[config.mk]
export PLATFORM = sky130hd
export DESIGN_NAME = spike_ingress_encoder
export DESIGN_NICKNAME = d
export VERILOG_FILES = /design/src/rtl/lif_acc_pkg.sv /design/src/rtl/spike_word_fifo.sv /design/src/rtl/spike_ingress_encoder.sv
export SDC_FILE = /design/constraint.sdc
export NUM_CORES = 1
export LEC_CHECK = 0
export CAP_MARGIN = 10
export CORE_MARGIN = 2
export CORE_UTILIZATION = 50
export DETAILED_ROUTE_END_ITERATION = 8
export PLACE_DENSITY = 0.71
export SLEW_MARGIN = 20
export SYNTH_ARGS = -nofsm -noshare
export SYNTH_HDL_FRONTEND = slang
export SYNTH_SLANG_ARGS = --single-unit
[constraint.sdc]
create_clock -name clk_i -period 6.7 [get_ports clk_i]
set_input_delay 1.005 -clock clk_i [delete_from_list [all_inputs] [get_ports clk_i]]
set_output_delay 1.005 -clock clk_i [all_outputs]
set_load 0.01 [all_outputs]
[src/rtl/lif_acc_pkg.sv]
// rtl/lif_acc_pkg.sv - shared types and helpers for the spike ingress encoder
package lif_acc_pkg;

  typedef enum logic [0:0] {
    IDLE = 1'b0,
    EMIT = 1'b1
  } enc_state_e;

  // Widest spike word the helper functions accept; narrower words are zero-extended.
  localparam int MAX_LANES = 256;

  function automatic int idx_width(input int lanes);
    return (lanes > 1) ? $clog2(lanes) : 1;
  endfunction

  function automatic int level_width(input int depth);
    return $clog2(depth) + 1;
  endfunction

  function automatic int lowest_set_idx(input logic [MAX_LANES-1:0] v);
    int idx;
    idx = 0;
    for (int i = MAX_LANES - 1; i >= 0; i--) begin
      if (v[i]) idx = i;
    end
    return idx;
  endfunction

  function automatic logic popcnt_le1(input logic [MAX_LANES-1:0] v);
    return (v & (v - MAX_LANES'(1))) == '0;
  endfunction

endpackage

[src/rtl/spike_word_fifo.sv]
// rtl/spike_word_fifo.sv - synchronous word FIFO with flush and occupancy level
module spike_word_fifo #(
  parameter int WIDTH = 16,
  parameter int DEPTH = 4,
  localparam int AW = $clog2(DEPTH),
  localparam int LW = AW + 1
) (
  input  logic             clk_i,
  input  logic             rst_i,
  input  logic             flush_i,
  input  logic             push_i,
  input  logic [WIDTH-1:0] wdata_i,
  input  logic             pop_i,
  output logic [WIDTH-1:0] rdata_o,
  output logic             full_o,
  output logic             empty_o,
  output logic [LW-1:0]    level_o
);

  logic [WIDTH-1:0] r_mem [DEPTH];
  logic [AW:0]      r_wr_ptr;
  logic [AW:0]      r_rd_ptr;
  logic             w_do_push;
  logic             w_do_pop;

  // Extra pointer MSB separates full (MSBs differ) from empty (pointers equal).
  assign level_o   = r_wr_ptr - r_rd_ptr;
  assign full_o    = (level_o == LW'(DEPTH));
  assign empty_o   = (r_wr_ptr == r_rd_ptr);
  assign rdata_o   = r_mem[r_rd_ptr[AW-1:0]];
  assign w_do_push = push_i && !full_o && !flush_i;
  assign w_do_pop  = pop_i && !empty_o && !flush_i;

  // Pointer update; flush empties the FIFO without touching storage.
  always_ff @(posedge clk_i or posedge rst_i) begin
    if (rst_i) begin
      r_wr_ptr <= '0;
      r_rd_ptr <= '0;
    end else if (flush_i) begin
      r_wr_ptr <= '0;
      r_rd_ptr <= '0;
    end else begin
      if (w_do_push) r_wr_ptr <= r_wr_ptr + 1'b1;
      if (w_do_pop)  r_rd_ptr <= r_rd_ptr + 1'b1;
    end
  end

  // Word storage, written only on an accepted push.
  always_ff @(posedge clk_i) begin
    if (w_do_push) r_mem[r_wr_ptr[AW-1:0]] <= wdata_i;
  end

endmodule

[src/rtl/spike_ingress_encoder.sv]
// rtl/spike_ingress_encoder.sv - buffers spike vectors and streams active spike indices
module spike_ingress_encoder import lif_acc_pkg::*; #(
  parameter int NUM_LANES  = 16,
  parameter int FIFO_DEPTH = 4,
  parameter int EMIT_EMPTY = 1
) (
  input  logic                                clk_i,
  input  logic                                rst_i,
  input  logic                                flush_i,
  input  logic                                in_req_i,
  input  logic [NUM_LANES-1:0]                in_rdata_bi,
  output logic                                in_ack_o,
  output logic                                out_valid_o,
  input  logic                                out_ready_i,
  output logic [idx_width(NUM_LANES)-1:0]     out_idx_o,
  output logic                                out_last_o,
  output logic                                out_none_o,
  output logic [level_width(FIFO_DEPTH)-1:0]  level_o
);

  localparam int IDX_W = idx_width(NUM_LANES);

  enc_state_e           r_state;
  enc_state_e           w_state_nxt;
  logic [NUM_LANES-1:0] r_mask;
  logic [NUM_LANES-1:0] w_mask_nxt;
  logic                 r_ack;
  logic                 w_push;
  logic                 w_pop;
  logic                 w_full;
  logic                 w_empty;
  logic [NUM_LANES-1:0] w_head;
  logic                 w_head_skip;
  logic                 w_last;
  logic [MAX_LANES-1:0] w_mask_ext;

  // A req seen while ack is high belongs to the word just taken, so it is ignored.
  assign w_push      = in_req_i && !r_ack && !w_full && !flush_i;
  assign w_head_skip = (w_head == '0) && (EMIT_EMPTY == 0);
  assign w_mask_ext  = MAX_LANES'(r_mask);
  assign w_last      = popcnt_le1(w_mask_ext);

  spike_word_fifo #(
    .WIDTH (NUM_LANES),
    .DEPTH (FIFO_DEPTH)
  ) u_fifo (
    .clk_i   (clk_i),
    .rst_i   (rst_i),
    .flush_i (flush_i),
    .push_i  (w_push),
    .wdata_i (in_rdata_bi),
    .pop_i   (w_pop),
    .rdata_o (w_head),
    .full_o  (w_full),
    .empty_o (w_empty),
    .level_o (level_o)
  );

  // Acceptance pulse: high for the single cycle after a capture.
  always_ff @(posedge clk_i or posedge rst_i) begin
    if (rst_i) r_ack <= 1'b0;
    else       r_ack <= w_push;
  end

  // Encoder state and remaining-spike mask.
  always_ff @(posedge clk_i or posedge rst_i) begin
    if (rst_i) begin
      r_state <= IDLE;
      r_mask  <= '0;
    end else begin
      r_state <= w_state_nxt;
      r_mask  <= w_mask_nxt;
    end
  end

  // Next-state: load a head word when idle or right after a last beat, else strip one bit.
  always_comb begin
    w_state_nxt = r_state;
    w_mask_nxt  = r_mask;
    w_pop       = 1'b0;
    if (flush_i) begin
      w_state_nxt = IDLE;
      w_mask_nxt  = '0;
    end else begin
      case (r_state)
        IDLE: begin
          if (!w_empty) begin
            w_pop       = 1'b1;
            w_mask_nxt  = w_head;
            w_state_nxt = w_head_skip ? IDLE : EMIT;
          end
        end
        EMIT: begin
          if (out_ready_i) begin
            if (w_last) begin
              if (!w_empty) begin
                w_pop       = 1'b1;
                w_mask_nxt  = w_head;
                w_state_nxt = w_head_skip ? IDLE : EMIT;
              end else begin
                w_mask_nxt  = '0;
                w_state_nxt = IDLE;
              end
            end else begin
              w_mask_nxt = r_mask & (r_mask - NUM_LANES'(1));
            end
          end
        end
        default: begin
          w_state_nxt = IDLE;
          w_mask_nxt  = '0;
        end
      endcase
    end
  end

  assign in_ack_o    = r_ack;
  assign out_valid_o = (r_state == EMIT);
  assign out_idx_o   = out_valid_o ? IDX_W'(lowest_set_idx(w_mask_ext)) : '0;
  assign out_last_o  = out_valid_o && w_last;
  assign out_none_o  = out_valid_o && (r_mask == '0);

endmodule
======== Word-level counts from Yosys, hierarchy flattened ========
Memory sizes are Yosys's and may differ from the RTL's.
Cells that the tools add are included.
operators by class
  add/sub/neg operators ................... 5
  multiply operators ...................... 0
  div/mod/pow operators ................... 0
  $lt $le $gt $ge ......................... 0
  equal/unequal tests ..................... 4
  shift operators ......................... 0
  mux-type cells .......................... 38
  bitwise logic cells ..................... 3
  reduce and logical (&&, ||, !) cells .... 18
operator list
  cell                   count
  $and 16x256->256       1
  $logic_not 256->1      1
  $mux 16                5
  $mux 4                 17
  $pmux 16 s2            1
  $sub 16x1->17 const B  1
  $and 16x16->16         1
  $logic_not 16->1       1
  $sub 16x1->16 const B  1
  $mux 3                 4
  $logic_and 1x1->1      9
  $mux 1                 9
  $add 3x1->3 const B    2
  $ne 3x3->1 const B     2
  $logic_not 1->1        4
  $pmux 1 s2             2
  $reduce_bool 2->1      2
  $eq 3x3->1             1
  $eq 3x3->1 const B     1
  $sub 3x3->3            1
  $reduce_and 2->1       1
  $not 1->1              1
storage, ports and cells
  flip-flop bits (word level) ............. 24
  bits in latches ......................... 0
  memory bits (writable) .................. 64
  bits in read-only memories .............. 0
  bits of input ports ..................... 21
  output and inout bits ................... 11
  logic and storage cells ................. 74
  memories kept ........................... 1
memories
  name          depth  bits a word  read ports  clocked after memory_dff  wr ports  RTL line               source
  u_fifo.r_mem  4      16           1           0                         1         spike_word_fifo.sv:20  logic [WIDTH-1:0] r_mem [DEPTH];

======== Depth between registers and ports, before layout ========
  depth after elaboration ................. 17
  depth in mapped cells ................... 11
  depth with buffers taken out ............ 9

======== Hierarchy ========
From an unflattened synthesis, not the netlist that was laid out.
second synthesis, totals
  cells, all modules ...................... 306
  area total of the unflattened synthesis .. 4151.5 µm²
by module, submodules not included
  module                 times used  cells each  area each (µm²)  sequential area each (µm²)
  spike_word_fifo        1           133         2780.2           2072.0
  spike_ingress_encoder  1           173         1371.3           450.4

======== Worst setup path before layout ========
No wires, ideal clock.
  kind .................................... reg2out
  start point ............................. register r_mask[2]
  end point ............................... output out_last_o
  arrival time ............................ 2.159 ns
  data required time ...................... 5.695 ns
  slack ................................... 3.536 ns
  cell stages (with the launch flop) ...... 7
  buffers on the path ..................... 1
  cell sequence ........................... dfrtp_1 -> buf_4 -> nor4_4 -> nand2_2 -> or4_1 -> a2111o_1 -> nor3_1
on the way
  word-level cells in the longest chain between the ends .. 4
ends and longest elaborated chain
  what                      RTL line                      source
  start: declaration        spike_ingress_encoder.sv:25   logic [NUM_LANES-1:0] r_mask;
  start signal: assignment  spike_ingress_encoder.sv:72   r_mask <= w_mask_nxt;
  $sub 16x1->17             lif_acc_pkg.sv:30             return (v & (v - MAX_LANES'(1))) == '0;
  $and 16x256->256 *        lif_acc_pkg.sv:30
  $logic_not 256->1 *       lif_acc_pkg.sv:30
  $logic_and 1x1->1 *       spike_ingress_encoder.sv:120  assign out_last_o = out_valid_o && w_last;
  end: declaration          spike_ingress_encoder.sv:16   output logic out_last_o,
Mark *: on every way between the ends. The rest lies on a longest branch, timed or not.

======== Final worst setup path ========
Same ends and word-level chain as after synthesis.

==> out/results.txt <==
Post-Synth XOR/XNOR Area: 1.09%
kind of critical path: reg -> out
worst-skew pair later-pin latency: 0.35 ns
number of global-route vias before repair: 2284
DR WL/cell: 16.8 um
Total GRT Usage: 18.1%
CP Capture Type: output pin
Clock Tree Buf Depth: 2
Rel. slew slack: 32.9%
R2R Path End: r_mask[2]
Remaining DRCs: 0
Antenna Nets Post-Route: 0
nets@finish: 348
Main synth FF type: edfxtp_1
final WL: 7150 um
FF-to-FF Start: r_mask[2]
Finished Cell Area: 4610 um^2
slew at the pin closest to its max-slew limit: 0.999 ns
Pint: 0.00110 W
DP Worst Slack: 2.98 ns
total CTS buffers: 9
setup TNS: 0 ns
first-pass GRT wire length: 11800 um
Worst Hold Depth: 2
r2r setup slk: 3.56 ns
syn avg cell area: 13.9 um^2
Pleak: 1.69 nW
GP Congestion: 0.921
RSZ-0062 raised after global routing: no
status: finished clean
Post-CTS Setup Repair Bufs: 0
post-synthesis mux area share: 9.46%
Vias/cell: 5.53
Comb pwr share: 37.2%
Finished Layout Cells: 426
Max Cap Viol: 0
root buffer cell: clkbuf_8
Synth Register Bits: 88
total number of vias: 2356
Clk network pwr share: 20.4%
post-cts sizing count: 0
Synth Area in Simple Gates: 8.90%
total gr overflow: 0
crit-path max FO: 10
CTS tree: built
initial antenna violation count: 0
area occupied by registers: 2520 um^2
DR iter-0 viols: 134
placed cell areas: 4410 um^2
R2R depth: 7
die width: 93.7 um
cell area after synthesis: 4020 um^2
largest net degree at the start of global routing: 25
Syn Nets: 318
Layout fillers: 618
Yosys cell types: 50
Seq/Total Area, Yosys: 62.8%
Initial Utilization: 51.7%
Max IR drop VDD: 0.173 mV
Syn Inst Count: 289
PortBufs: 31
Cells after DPL: 410
share of layout cells above drive strength 1: 13.9%
Hold WC Path Type: reg -> reg
Worst EP required: 5.69 ns
final worst path period share: 61.5%
Sw Ratio: 36.6%
synth top area cells: edfxtp_1 48%, dfrtp_1 15%, mux4_2 9.0%
DIE HEIGHT: 93.7 um
antenna diode count: 0
# hold bufs at CTS: 0
crit start category: register
final hold viol count: 0
Sw Pwr: 0.000634 W
first-pass detailed-route iteration total: 4
Fmax achieved: 0.243 GHz
Slew Limit Fails: 0
Cell Pwr Density: 376 nW/um^2
Synth Area in Adders: 3.18%
Area Growth Syn to Fin: 14.7%
Worst Hold Path EP: u_fifo.r_wr_ptr[2]
skew final: 0.0104 ns
Worst Path Arrival: 3.11 ns
Setup-failing EPs final: 0
clk sinks: 88
die area: 8770 um^2
complex-gate fraction of the synthesized area: 9.99%
Async SR Flop Fraction: 27.3%
largest family of logic cells by synthesized area: compound AO/OA/AOI/OAI gates
synth warn: 0
num rows: 32
top cell type's share of synthesized area: 47.8%
io pins: 32
fin crit period: 4.12 ns
Multi-input gate area: 1320 um^2
hold_sp: u_fifo.r_wr_ptr[2]
Post-synth EDFFs: 64
core area: 7770 um^2
sequential share of power: 42.4%
post-synth top area cell: edfxtp_1
final worst setup slack: 2.58 ns
DP HPWL: 4880 um
H-tree Lvls: 3
Worst-path clk slew: 0.10 ns
## metal layers
metal | routed length, um | up-vias | part of all wire, % | track usage, %
met5 | 0 | - | 0 | 0
met4 | 102 | 0 | 1.4 | 8.21
met3 | 291 | 8 | 4.1 | 3.69
met2 | 3400 | 59 | 48 | 27.2
met1 | 3350 | 1147 | 47 | 26.0
li1 | - | 1142 | - | -
## flip-flops by register name, indices dropped and copies added (netlist names)
register         cells
u_fifo.r_rd_ptr      3
u_fifo.r_wr_ptr      3
in_ack_o             1
u_fifo.r_mem        64
r_mask              16
out_valid_o          1
## power by group through the flow
stage / Sequential [W] / Clock, W / Combinational (W)
6_report: 0.000734 / 0.000354 / 0.000645
2_1_floorplan: 0.000709 / 0 / 0.000491
4_1_cts: 0.000734 / 0.000362 / 0.000648
3_3_place_gp: 0.000741 / 0 / 0.000636
3_5_place_dp: 0.000746 / 0 / 0.000644
5_1_grt: 0.000746 / 0.000386 / 0.000716
## cell usage in the layout, fill, tap and decap left out, types with 4 or more instances in the layout
cell type / instances
a21oi_1: 13
and2_1: 4
clkbuf_8: 9
clkdlybuf4s50_1: 31
dfrtp_1: 24
edfxtp_1: 64
ha_1: 7
inv_1: 32
mux4_2: 16
nand2_1: 5
nor2_1: 20
nor3_1: 10
o211ai_1: 4
o21ai_0: 16
o21ai_1: 7
or4_1: 4
xnor2_1: 5
## cell families after synthesis
group | after synthesis
AO/OA/AOI/OAI | 59
XOR/XNOR | 5
adder cells (fa/ha/maj) | 10
buffers and inverters | 46
flip-flops | 88
multiplexers | 18
AND/OR/NAND/NOR | 63
## synth_stat cells (2+ instances only)
library cell	instances
a21oi_1	13
o311a_1	2
mux4_2	16
or3_1	3
nor3_1	11
o21ai_0	16
or4_1	4
clkbuf_1	9
ha_1	7
nand3_1	3
edfxtp_1	64
o211ai_1	4
and2_1	4
nor2_1	20
and3_1	2
a211oi_1	2
maj3_1	2
xnor2_1	5
dfrtp_1	24
mux2i_1	2
o21ai_1	7
nand2_1	5
inv_1	32
nor4_4	2
buf_1	2
nand3b_1	2
o22ai_2	3
## how the worst max path moves through the flow
| stage | from | endpoint | cells after the start |
|---|---|---|---|
| 2_1_floorplan | r_mask[2] | out_last_o | 6 |
| 3_3_place_gp | r_mask[3] | out_last_o | 6 |
| 3_5_place_dp | r_mask[2] | out_last_o | 6 |
| 4_1_cts | r_mask[2] | out_last_o | 6 |
| 5_1_grt | r_mask[3] | out_last_o | 6 |
| 6_report | r_mask[2] | out_last_o | 6 |
## area by class of cell
class	count	area share, %
Multi-Input combinational cell	155	28.5
Clock buffer	9	2.69
Timing Repair Buffer	33	7.06
Tap cell	102	2.77
Clock inverter	7	1.63
Inverter	32	2.61
Sequential cell	88	54.7
## worst max-delay path, stage by stage (launching register included)
cell and delay [ns]:
dfrtp_1 0.49, nor4_4 0.45, nand2_2 0.18, or4_1 0.46, a2111o_1 0.49, nor3_1 0.14
clkdlybuf4s50_1 0.55
## per-stage QoR
stage,power (W),hold WS (ns),util (%)
after floorplan,0.00120,0.530,-
after global placement,0.00138,0.552,56.8
after detailed placement,0.00139,0.562,56.8
after CTS,0.00174,0.578,59.4
after global routing,0.00185,0.623,59.4
final,0.00173,0.581,59.4
(Power assumes the default switching activity.)
